### src/rtl/instr_fetch_unit.sv
// Instruction fetch stage: owns the PC, fetches from a combinational instruction
// memory and buffers {pc, instr} in a small prefetch FIFO for decode.
module instr_fetch_unit #(
    parameter logic [31:0] RESET_PC       = 32'h0000_0000,
    parameter int unsigned MEM_SIZE_BYTES = 1024,
    parameter int unsigned FIFO_DEPTH     = 2,
    parameter logic [31:0] NOP_INSTR      = 32'h0000_0013
) (
    input  logic                          clk,
    input  logic                          reset,
    output logic [31:0]                   fetch_pc,
    input  logic [31:0]                   fetch_instr,
    input  logic                          redirect_valid,
    input  logic [31:0]                   redirect_pc,
    output logic                          out_valid,
    input  logic                          out_ready,
    output logic [31:0]                   out_pc,
    output logic [31:0]                   out_instr,
    output logic [$clog2(FIFO_DEPTH):0]   occupancy
);

    localparam int unsigned PW = $clog2(FIFO_DEPTH);
    localparam int unsigned CW = PW + 1;
    localparam logic [31:0] PC_MASK = 32'(MEM_SIZE_BYTES - 1);
    localparam logic [CW-1:0] DEPTH_C = CW'(FIFO_DEPTH);

    logic [31:0]   pc_q, pc_d;
    logic [PW-1:0] wr_ptr_q, wr_ptr_d;
    logic [PW-1:0] rd_ptr_q, rd_ptr_d;
    logic [CW-1:0] count_q, count_d;
    logic [31:0]   pc_mem_q    [FIFO_DEPTH];
    logic [31:0]   pc_mem_d    [FIFO_DEPTH];
    logic [31:0]   instr_mem_q [FIFO_DEPTH];
    logic [31:0]   instr_mem_d [FIFO_DEPTH];
    logic          push;
    logic          pop;

    always_comb begin
        pop         = (count_q != '0) & out_ready;
        push        = ~redirect_valid & ((count_q < DEPTH_C) | pop);
        pc_d        = pc_q;
        wr_ptr_d    = wr_ptr_q;
        rd_ptr_d    = rd_ptr_q;
        count_d     = count_q;
        pc_mem_d    = pc_mem_q;
        instr_mem_d = instr_mem_q;

        if (redirect_valid) begin
            // Redirect wins over everything; a same-cycle pop is already consumed.
            pc_d     = redirect_pc & PC_MASK & ~32'd3;
            wr_ptr_d = '0;
            rd_ptr_d = '0;
            count_d  = '0;
        end else begin
            if (push) begin
                pc_mem_d[wr_ptr_q]    = pc_q;
                instr_mem_d[wr_ptr_q] = fetch_instr;
                wr_ptr_d              = wr_ptr_q + PW'(1);
                pc_d                  = (pc_q + 32'd4) & PC_MASK;
            end
            if (pop) begin
                rd_ptr_d = rd_ptr_q + PW'(1);
            end
            case ({push, pop})
                2'b10:   count_d = count_q + CW'(1);
                2'b01:   count_d = count_q - CW'(1);
                default: count_d = count_q;
            endcase
        end
    end

    always_ff @(posedge clk) begin
        if (!reset) begin
            pc_q     <= RESET_PC;
            wr_ptr_q <= '0;
            rd_ptr_q <= '0;
            count_q  <= '0;
        end else begin
            pc_q     <= pc_d;
            wr_ptr_q <= wr_ptr_d;
            rd_ptr_q <= rd_ptr_d;
            count_q  <= count_d;
        end
    end

    // Payload storage needs no reset: entries are only visible while counted.
    always_ff @(posedge clk) begin
        pc_mem_q    <= pc_mem_d;
        instr_mem_q <= instr_mem_d;
    end

    always_comb begin
        fetch_pc  = pc_q;
        occupancy = count_q;
        out_valid = (count_q != '0);
        out_pc    = out_valid ? pc_mem_q[rd_ptr_q] : '0;
        out_instr = out_valid ? instr_mem_q[rd_ptr_q] : NOP_INSTR;
    end

endmodule

### config.mk
export PLATFORM = sky130hd
export DESIGN_NAME = instr_fetch_unit
export DESIGN_NICKNAME = d
export VERILOG_FILES = /design/src/rtl/instr_fetch_unit.sv
export SDC_FILE = /design/constraint.sdc
export NUM_CORES = 1
export LEC_CHECK = 0
export ABC_CLOCK_PERIOD_IN_PS = 3600
export CORE_UTILIZATION = 43
export DETAILED_ROUTE_END_ITERATION = 8
export PLACE_DENSITY = 0.9
export SLEW_MARGIN = 25
export SYNTH_ARGS = -nofsm -noshare
export SYNTH_HDL_FRONTEND = slang
export SYNTH_SLANG_ARGS = --single-unit
export TNS_END_PERCENT = 20
### constraint.sdc
create_clock -name clk -period 3.6 [get_ports clk]
set_input_delay 0.72 -clock clk [delete_from_list [all_inputs] [get_ports clk]]
set_output_delay 0.72 -clock clk [all_outputs]
set_load 0.02 [all_outputs]
Word-level counts from Yosys, hierarchy flattened:

Index checks and enable logic that the tools add are counted.

* output and inout port bits: 99
* logic and storage cells: 48
* bits in registers: 142

* add/subtract/negate cells: 5
* equality and inequality tests: 2
* order comparisons: 4
* mux-type cells: 15
* reduce and logical (&&, ||, !) cells: 6
* bitwise gates (word level): 7

Operator list (count)
* 32-bit two-way mux: 9
* 64-bit bitwise mux: 2
* 32-bit demux with 1-bit select: 1
* 10-bit two-way mux: 2
* 10-bit by 3-bit adder with 10-bit output (second input constant): 1
* 2-bit nonzero test: 3
* 2-bit >= comparator (second input constant): 2
* 1-bit inverter with 2-bit output: 2
* 2-bit one-hot mux with 2 select lines: 1
* 1-bit adder (second input constant): 2
* 2-bit by 1-bit adder with 2-bit output (second input constant): 1
* 1-bit bitwise AND: 2
* 2-bit by 1-bit == test with 1-bit output (second input constant): 1
* 2-bit == test (second input constant): 1
* 2-bit by 1-bit < comparator with 1-bit output (second input constant): 1
* 2-bit < comparator (second input constant): 1
* 1-bit inverter: 2
* 2-bit AND reduction: 1
* 2-bit OR reduction: 1
* 2-bit by 1-bit subtractor with 2-bit output (second input constant): 1
* 1-bit logical AND: 1
* 1-bit bitwise OR: 1

Longest topological paths before layout:

Gate-level depths: netlist of the first run.

* depth in word-level cells: 6
* mapped depth: 7

Worst setup path before layout of the first run:

No wires, ideal clock.

* path kind: input to register
* start: in redirect_valid
* end: reg instr_mem_q[0] in the netlist's numbering (enable)
* required time: 3.163 ns
* arrival: 2.725 ns
* path slack: 0.438 ns
* path buffers: 1
* stages on the path: 4
* cell sequence: inv_1 -> buf_6 -> nand2_1 -> nor2_1

* cells in the longest elaborated chain, start to end: 3

Ends and longest elaborated chain
* from (decl): line 13 `input logic redirect_valid,`
* 1-bit inverter (no line) (*)
* 1-bit bitwise AND: line 40 `push = ~redirect_valid & ((count_q < DEPTH_C) | pop);`
* 2-bit AND reduction (no line) (*)
* to (signal assigned): line 89 `instr_mem_q <= instr_mem_d;`
* to (decl): line 33 `logic [31:0] instr_mem_q [FIFO_DEPTH];`

Every way passes the cells marked *; elsewhere a longest branch is shown, timed or not.
A chain may end at the register's enable or synchronous reset.

Worst setup path in the final report of the first run:

* start: reg rd_ptr_q
* end: out out_pc[2]

* cells in the longest elaborated chain, start to end: 5

Ends and longest elaborated chain
* from (decl): line 29 `logic [PW-1:0] rd_ptr_q, rd_ptr_d;`
* from (signal assigned): line 81 `rd_ptr_q <= rd_ptr_d;`
* 1-bit inverter with 2-bit output (implied by the code): line 96 `out_pc = out_valid ? pc_mem_q[rd_ptr_q] : '0;`
* 32-bit two-way mux (implied by the code) (3 in series): line 96
* 32-bit two-way mux: line 96
* to (decl): line 17 `output logic [31:0] out_pc,`

Every way passes these cells. The select of a mux whose other input is x is not followed.

==> summary by stage, run 1 <==
Critical path
The setup path with the least slack is of type reg2out. The largest single stage delay on the critical path is 0.68 ns. In this run the critical register-to-register path is launched from occupancy[1]$_SDFFE_PP0P_. Data on the critical path arrives at its endpoint at 2.30 ns.

The biggest fanout along the worst timing path is 17. Walking the worst path, the cells encountered are buf_4 -> mux2i_1 -> nor2_1 -> clkdlybuf4s50_1. The worst setup path startpoint is rd_ptr_q$_SDFFE_PP0P_. The data required time of the worst path is 2.88 ns. The critical path endpoint category is an output pin. The worst setup path is launched from a flip-flop. The slowest stage of the critical path is the dfxtp_2 cell.

Detailed routing
The number of iterations in the first detailed-routing pass is 4. The number of antenna-violating nets in the routed design is 0. After detailed routing, the total wire length is 7.48 mm. Across all layers, the routed design uses 2419 vias. Dividing the detail-routed via count by the number of cells gives 4.76. In the routed design, unresolved DRC markers number 0. The iteration-0 DRC count of the detailed router is 68. After detailed routing, the average wire length per cell comes to 14.7 µm.

STA
The total of endpoints with negative setup slack in the final report is 0. The shortest period the worst path allows is 3.02 ns. Summed over all failing endpoints, the final setup total negative slack is 0 ns. Setup repair after global routing left no endpoint under its margin. The max-slew violation total from the final report is 0. At the pin with the least slew margin, the transition time is 0.530 ns.

The final count of hold timing violations was 0. Across the routed clock network, the largest skew measured is 0.0120 ns. The worst relative slew slack is 64.7%. Derived from the worst setup path, the maximum achievable clock frequency is 0.331 GHz. After layout, the worst path uses 83.9% of the clock period.

Final hold analysis gives a worst-case slack of 0.551 ns.

Global routing
The via count of the first global-routing pass is 2549. The initial antenna violation count is 0. Global routing finished with a remaining overflow of 0. Entering global routing, the biggest net connects 23 pins. The first-pass GRT wire length is 12.0 mm.

Across every metal layer, demand over resource in global routing totals 16.3%.

Synthesis
The synthesized area per cell is 13.6 µm². The area of the mapped netlist is 4030 µm². The share of synthesized area occupied by flip-flops and latches is 65.7%. The most frequently used flop master after synthesis is edfxtp_1.

After synthesis, the most frequently instantiated cells are 80 x edfxtp_1, 48 x buf_4, 45 x nor2_1. Summed over its instances, the top area cell type makes up 59.7% of the synthesized netlist area. After synthesis, the netlist uses 26 different library cells. The leading cell type by number of instances after synthesis is edfxtp_1. Yosys attributes the largest share of cell area to edfxtp_1 60%, mux2i_1 9.9%, buf_4 9.0%, dfxtp_1 6.0%, nor2_1 4.2%. Synthesis inferred 92 register bits. The Yosys step of the flow raised 0 warnings. The largest area contributor in the netlist is edfxtp_1. Synthesis produced 295 cells. Of all flip-flops after synthesis, the portion carrying an async set or reset was 0%. The number of enable flip-flop cells after synthesis is 80.

Clock tree
The root buffer selected by CTS is clkbuf_8. The number of setup buffers added after CTS is 0. Clock tree synthesis inserted a total of 9 buffers. For the worst-skew pair, the clock arrives at the later sink with an insertion delay of 0.35 ns. The buffer levels on the longest clock path is 2. The number of clock sinks is 92. The H-tree generated during clock tree synthesis spans 3 levels. The number of hold buffers added after CTS was 0. Once the clock tree was built, the resizer swapped 0 gates to a different size. The CTS tree is done. After clock tree synthesis, the clock-pin slew on the worst setup and hold paths is 0.10 ns.

Floorplanning
The chip height is 98.8 µm. The die area is 9750 µm². Pin placement for this block handled 167 I/O pins. The total area inside the core boundary comes to 8890 µm². The die boundary width is 98.8 µm. The initial utilization of the core area, before any placement, comes to 45.3%. The cell row count is 34.

Run
The tool flagged a number of max-cap violations equal to 0.

Finish
The share of layout cells above drive strength 1 is 8.00%. The area growth from synthesis to layout is 26.9%. The final net count is 465. The total of fill cells in the finished design is 712. The number of antenna diodes in the final layout is 0.

Cells fill 57.4% of the core in the end.

Min path
The worst hold path begins at fetch_pc[8]$_SDFFE_PN0P_. The type of the worst min-delay path is reg2reg.

Placement
The detailed-placement wirelength estimate is 5.21 mm. During placement, the flow inserted port buffers numbering 94. The global placement routability congestion is 0.822.

Pwr
VDD sags by at most 0.233 mV. The cell leakage power is 1.77 nW. The total power after layout is 0.00221 W. The total power divided by cell area is 434 nW/µm².

Outcome
The run finished with clean final reports.
## per-layer routing
metal / vias up / wire (µm) / global-route usage [%]
met1: 1157 / 2980 / 18.0
met5: - / 0 / 0
met4: 0 / 83 / 7.92
li1: 1142 / - / -
met2: 113 / 3990 / 29.5
met3: 7 / 420 / 3.97
## where the power goes
group | switching [W] | total (W) | internal (W)
clock | 0.000383 | 0.000645 | 0.000262
combinational | 0.000186 | 0.000324 | 0.000138
sequential | 0.0000283 | 0.00125 | 0.00122
total | 0.000597 | 0.00221 | 0.00162
## through the flow
step	instances	instance area, µm²	worst slack [ns]
floorplan	342	4200	0.438
global placement	492	4930	0.942
detailed placement	492	4930	0.864
CTS	508	5110	0.505
global route	508	5110	0.422
finish	508	5110	0.580
## state kept, by name, indices dropped and copies added, names as in the netlist
register / count
fetch_pc: 8
wr_ptr_q: 1
pc_mem_q: 16
instr_mem_q: 64
occupancy: 2
rd_ptr_q: 1
## worst paths after layout
kind,endpoint,depth (start not counted),slack [ns]
worst max register to register,occupancy[1]$_SDFFE_PP0P_,6,1.46
worst min register to register,pc_mem_q[8]$_DFFE_PP_,0,0.55
worst min-delay path,pc_mem_q[8]$_DFFE_PP_,0,0.55
worst max-delay path,out_pc[2],4,0.58
## cell usage in the layout, fill, tap and decap left out, types with 2 or more instances in the layout
cell type,instances
clkinvlp_4,2
xor2_1,4
nor2_4,3
a21oi_1,6
inv_6,3
inv_1,4
nand3_2,2
conb_1,48
clkdlybuf4s50_1,94
dfxtp_1,11
buf_4,7
nor3_4,2
and2_1,2
o21ai_0,8
edfxtp_1,80
clkbuf_8,9
nand2_1,13
ha_1,2
mux2i_1,40
xnor2_1,7
nor2_1,42
## cell type report
class	count	area [µm²]	area share (%)
repair buffers	101	993	19.5
inverters	4	15.0	0.294
multi-input cells	187	1140	22.3
flip-flops and latches	92	2640	51.8
well taps	108	135	2.65
clock buffers	9	124	2.43
clock inverters	7	57.6	1.13
## worst max-delay path, delay by kind of cell (launching register included)
kind / cells / cell delay [ns]
buf+inv: 2 / 1.01
flops: 1 / 0.68
mux: 1 / 0.12
simple gates: 1 / 0.14
## kinds of logic after synthesis
group,share of synthesized area [%]
DFF,65.7
and+or+nand+nor,8.08
buffers and inverters,11.0
muxes,9.95
AOI/OAI and AO/OA,2.21
xor gates and xnor gates,2.39
adders and majority gates,0.622
other,0.0932
Note: power is estimated with default switching activity, not from simulation.
==> inputs of run 2 (changes only) <==
- ABC_CLOCK_PERIOD_IN_PS: 3600 -> 2900
- clock period: 3.6 -> 2.9 ns (I/O delays scaled with it)
==> summary by stage, run 2 (synthesized netlist as in run 1, its figures left out) <==
Pwr
The highest ir drop seen on vdd is 0.279 mV. Per report_power, the clock group accounts for 28.3% of the total. The internal portion of the total power is 0.00200 W. The design draws 0.00271 W. The total power divided by cell area is 531 nW/µm². Net switching is 26.2% of the power. The cell leakage power is 1.76 nW. The analysis attributes to net switching a power of 0.000712 W.

Combinational logic burns 14.8% of the power. Sequential cells account for 56.9% of the total power.

Floorplanning
The initialized floorplan defines 34 standard-cell rows. The die area is 9750 µm². Measured along the x axis, the die boundary spans 98.8 µm. The initial cell density of the core is 45.3%.

The core region is 8890 µm². The count of pins on the block boundary is 167. In this run the vertical extent of the chip is 98.8 µm.

Finish
At the end of the flow, the number of nets in the layout was 464. The diode insertion count for antenna repair is 0. Once layout is complete, the cells apart from fillers number 507. The final core utilization is 57.5%.

Leaving out fill and tap cells, the most frequent cells in the layout are 94 x clkdlybuf4s50_1, 80 x edfxtp_1, 48 x conb_1, 42 x nor2_1, 40 x mux2i_1. The post-route netlist has 7.52% of its cells at a drive strength greater than 1. The number of flip-flops in the largest register is 64. The filler cells instantiated in the layout total 714. Relative to the synthesized area, the layout overhead comes to 26.9%. Counting flops per register, the top entry is instr_mem_q. The library cell used most frequently in the layout, excluding fill and tap cells, is clkdlybuf4s50_1.

Detailed routing
Dividing the detail-routed wire length by the instance count gives 14.0 µm. In this run the remaining antenna-violating nets after routing total 0. After the first detailed-routing iteration, the DRC count stood at 81. The average via count per standard cell is 4.70. The final routed wirelength across all metal layers is 7.08 mm. The via count of the routed design is 2384. The number of design rule violations left after detail routing is 0. The number of iterations in the first detailed-routing pass is 4.

Placement
After detailed placement, the design holds a cell count of 491. The port buffer count is 94. The detailed-placement wirelength estimate is 4.79 mm. The global placement routability congestion is 0.835.

Clock tree
The quantity of hold-fixing buffers added after cts is 0. The number of buffers inserted during clock tree synthesis is 9. The number of setup buffers added after CTS is 0. The tree is rooted in a clkbuf_8. TritonCTS built the clock tree. At the later pin of the worst-skew pair, clock insertion delay measures 0.35 ns.

The post-cts resize count is 0. The longest clock path from root to sink contains 2 buffers. The maximum level of the CTS H-tree is 3. The number of clock sinks is 92. The clock slew at the register clock pins of the worst setup and hold paths is 0.09 ns.

Critical path
The data required time of the worst path is 2.32 ns. Data arrives at the worst endpoint at 2.15 ns. Traced cell by cell, the critical path runs through nor2_4 -> buf_4 -> nor2_1 -> clkdlybuf4s50_1. The worst setup path is launched from a flip-flop. STA classifies the critical path endpoint as an output pin. The cell with the largest stage delay on the worst path is clkdlybuf4s50_1. The biggest fanout along the worst timing path is 21. The setup path with the least slack is of type reg2out. On the worst path, the slowest cell contributes a delay of 0.54 ns.

Global routing
The initial antenna violation count is 0. The via count of the first global-routing pass is 2452. The maximum number of pins on one net before global-route repair is 41. The first global-routing pass estimated 11.5 mm of wire. For this run, the total global-route usage over all layers was measured as 15.4%. The remaining global-route overflow is 0.

Outcome
The flow ran to the end, and the final reports show no timing, DRC or antenna violations.

STA
The max-slew violation total from the final report is 0. The final count of hold timing violations is 0. For the final routed database, the setup TNS stands at 0 ns. The shortest period the worst path allows is 2.73 ns. Setup repair after global routing left no endpoint under its margin.

The worst relative slew slack is 65.1%. After layout, the worst path uses 94.3% of the clock period. The peak clock frequency supported by timing is 0.366 GHz. The worst clock skew is 0.00706 ns. The actual slew at the worst max-slew pin is 0.522 ns. The total of endpoints with negative setup slack in the final report is 0.

Min path
The min-delay analysis places its worst path in the category reg2reg.

Run
Max-cap violations in this run came to 0.
run 2: cell type report:
class                           instances  area, µm²  share of cell area, %
Sequential cell                        92       2640                   51.8
Clock inverter                          6       50.0                  0.980
Multi-Input combinational cell        187       1140                   22.3
Inverter                                4       15.0                  0.294
Clock buffer                           10        128                   2.50
Timing Repair Buffer                  100        998                   19.5
Tap cell                              108        135                   2.65
run 2: per-stage QoR:
step | cell area, µm² | hold WS [ns] | setup slack, ns
global route | 5110 | 0.555 | 0.0250
finish | 5110 | 0.549 | 0.166
floorplan | 4200 | 0.521 | -0.122
global placement | 4930 | 0.526 | 0.382
detailed placement | 4930 | 0.534 | 0.338
CTS | 5110 | 0.545 | 0.121
run 2: critical path: cells and delay by family, from the launching register on:
kind / cells / cell delay (ns)
buffers and inverters: 2 / 0.87
flip-flops: 1 / 0.39
AND/OR/NAND/NOR: 2 / 0.54
run 2: power by group through the flow:
stage,clock network (W),logic [W],registers (W)
floorplan,0,0.000260,0.00158
global placement,0,0.000396,0.00157
detailed placement,0,0.000403,0.00157
CTS,0.000791,0.000406,0.00154
global route,0.000849,0.000434,0.00155
finish,0.000768,0.000402,0.00154
run 2: path summary, 6_finish.rpt:
kind                                  start                   endpoint  slack [ns]  depth (start not counted)
hold / removal     fetch_pc[8]$_SDFFE_PN0P_     pc_mem_q[40]$_DFFE_PP_        0.55                          0
setup / recovery  occupancy[1]$_SDFFE_PP0P_              out_instr[20]        0.17                          4
setup reg to reg  occupancy[1]$_SDFFE_PP0P_  occupancy[1]$_SDFFE_PP0P_        0.73                          6
hold reg to reg    fetch_pc[8]$_SDFFE_PN0P_     pc_mem_q[40]$_DFFE_PP_        0.55                          0
run 2: metal layers:
metal | global-route usage, % | vias up | share of wire [%]
met5 | 0 | - | 0
met4 | 4.02 | 0 | 0.75
met3 | 5.53 | 6 | 6.7
met2 | 27.7 | 123 | 53
met1 | 17.2 | 1124 | 40
li1 | - | 1131 | -
==> inputs of run 3 (changes only) <==
- ABC_CLOCK_PERIOD_IN_PS: 2900 -> default
==> results of run 3 <==
Same layout as run 2: the final DEF is identical, and so are final timing and power.
==> patch: new RTL, flow settings as in run 1 <==
Reset style: asynchronous (`reset`), changed in one clocked block.
--- a/src/rtl/instr_fetch_unit.sv
+++ b/src/rtl/instr_fetch_unit.sv
@@ -69,7 +69,7 @@
         end
     end
 
-    always_ff @(posedge clk) begin
+    always_ff @(posedge clk or negedge reset) begin
         if (!reset) begin
             pc_q     <= RESET_PC;
             wr_ptr_q <= '0;
Function: differs if reset is asserted again (counterexample within 4 cycles, from zero or initial values and one cycle with reset low); with reset held inactive, the same outputs for 4 cycles.
==> patch against run 1 <==
- sequential cell count unchanged
- clock power fell by 2%
- design area shrank 0.81%
- critical endpoint is now out_instr[13]
- count of clock-buffer cells in the layout unchanged
- total power rose by 11%
- the flow now finishes with violations (DRC)
- routed wire length is 4.2% lower
- synthesized area is 1.2% lower
- worst setup slack gained 0.083 ns
==> patch: results (changes against run 1) <==
* First-pass GRT wire length at 10900 µm (-9.0%)
* Layout cells sized above 1 at 0.0725 (-0.00746)
* Initial detailed-routing violation count at 105 (+54%)
* Fill count at 668 (-6.2%)
* Vias at 2354 (-2.7%)
* Seq. pwr at 1.30 mW (+4%)
* Gpl congestion at 0.813 (-1.0%)
* Reg2reg setup slack at 1.63 ns (+0.17 ns)
* Synth top area cells: edfxtp_1 60%, mux2i_1 10%, buf_4 9.8%
* Post-synth ARST share at 0.130 (+0.130)
* Layout Nets at 450 (-3.2%)
* Worst-Margin Slew at 0.544 ns (+0.0136 ns)
* Leak at 1.87 nW (+5.7%)
* Total wire length at 7160 µm (-4.2%)
* Avg Synthesized Cell Area at 14.1 µm² (+3.4%)
* DPL Wire Length at 5100 µm (-2.1%)
* Clock Skew at 0.0103 ns (-0.00169 ns)
* Crit-path max FO at 20 (+3)
* Placement-stage cell area at 4880 µm² (-0.86%)
* Remaining DRCs at 8 (+8)
* Vias per cell at 4.77 (about the same)
* Violations in the final reports: DRC
* Post-synth top cells: 80 x edfxtp_1, 52 x buf_4, 42 x nor2_1
* Reg2Reg Depth at 3 (-3)
* Placed instance count at 478 (-2.8%)
* Vias in the first global route at 2311 (-9.3%)
* Largest net degree at the start of global routing at 32 (+39%)
* Max rail drop VDD at 0.347 mV (+49%)
* Initial antenna violation count at 0 (unchanged)
* Sw Share at 0.291 (+0.0216)
* Max incr delay on CP at 0.55 ns (-0.13 ns)
* Post-synthesis sequential area ratio at 0.679 (+0.0227)
* Status: finished, violations left
* Count of different cell masters after synthesis at 25 (-3.8%)
-- patch: changes by cell type in the layout (fill, tap and decap cells not counted), sizes merged, moves of 3 or more --
| cell | delta |
|---|---|
| a21oi | -4 |
| xnor2 | -5 |
| dfxtp | -12 |
| dfrtp | +12 |
| nor3 | -3 |
| xor2 | +3 |
| nor2 | -3 |
| inv | -3 |
-- patch: final timing paths --
kind	start	to
setup / recovery	occupancy[1]	out_instr[13]
hold / removal	fetch_pc[9]	pc_mem_q[41]
setup reg to reg	occupancy[1]	instr_mem_q[3]
hold reg to reg	fetch_pc[9]	pc_mem_q[41]
max in group asynchronous	reset	rd_ptr_q
min in group asynchronous	reset	fetch_pc[3]
-- patch: cell families after synthesis --
| group | after synthesis | share of synthesized area |
|---|---|---|
| xor gates and xnor gates | 9 | 0.0198 |
| buffers and inverters | 62 | 0.111 |
| muxes | 41 | 0.103 |
| and+or+nand+nor | 66 | 0.0701 |
| other | 1 | 0.000942 |
| AOI/OAI and AO/OA | 10 | 0.0126 |
| adders and majority gates | 1 | 0.00314 |
| DFF | 92 | 0.679 |
-- patch: area by class of cell --
class                      count  area, µm²  share of cell area
sequential                    92       2700               0.534
timing repair buffer         101       1010               0.199
clock inverter                 7       58.8              0.0116
inverter                       2       7.51             0.00148
clock buffer                   9        124              0.0245
multi-input combinational    175       1030               0.204
tap                          108        135              0.0267
-- patch: stage by stage --
step	total power [mW]	worst slack (ns)
final	2.47	0.663
after global routing	2.57	0.522
after CTS	2.49	0.608
after detailed placement	1.86	0.781
after global placement	1.84	0.841
after floorplan	1.65	0.582
-- patch: routing by layer --
metal / global-route usage / wire length (µm) / vias to the layer above
met4: 0.0746 / 110 / 0
met5: 0 / 0 / -
met2: 0.282 / 3920 / 110
met3: 0.0322 / 371 / 10
li1: - / - / 1093
met1: 0.162 / 2760 / 1141
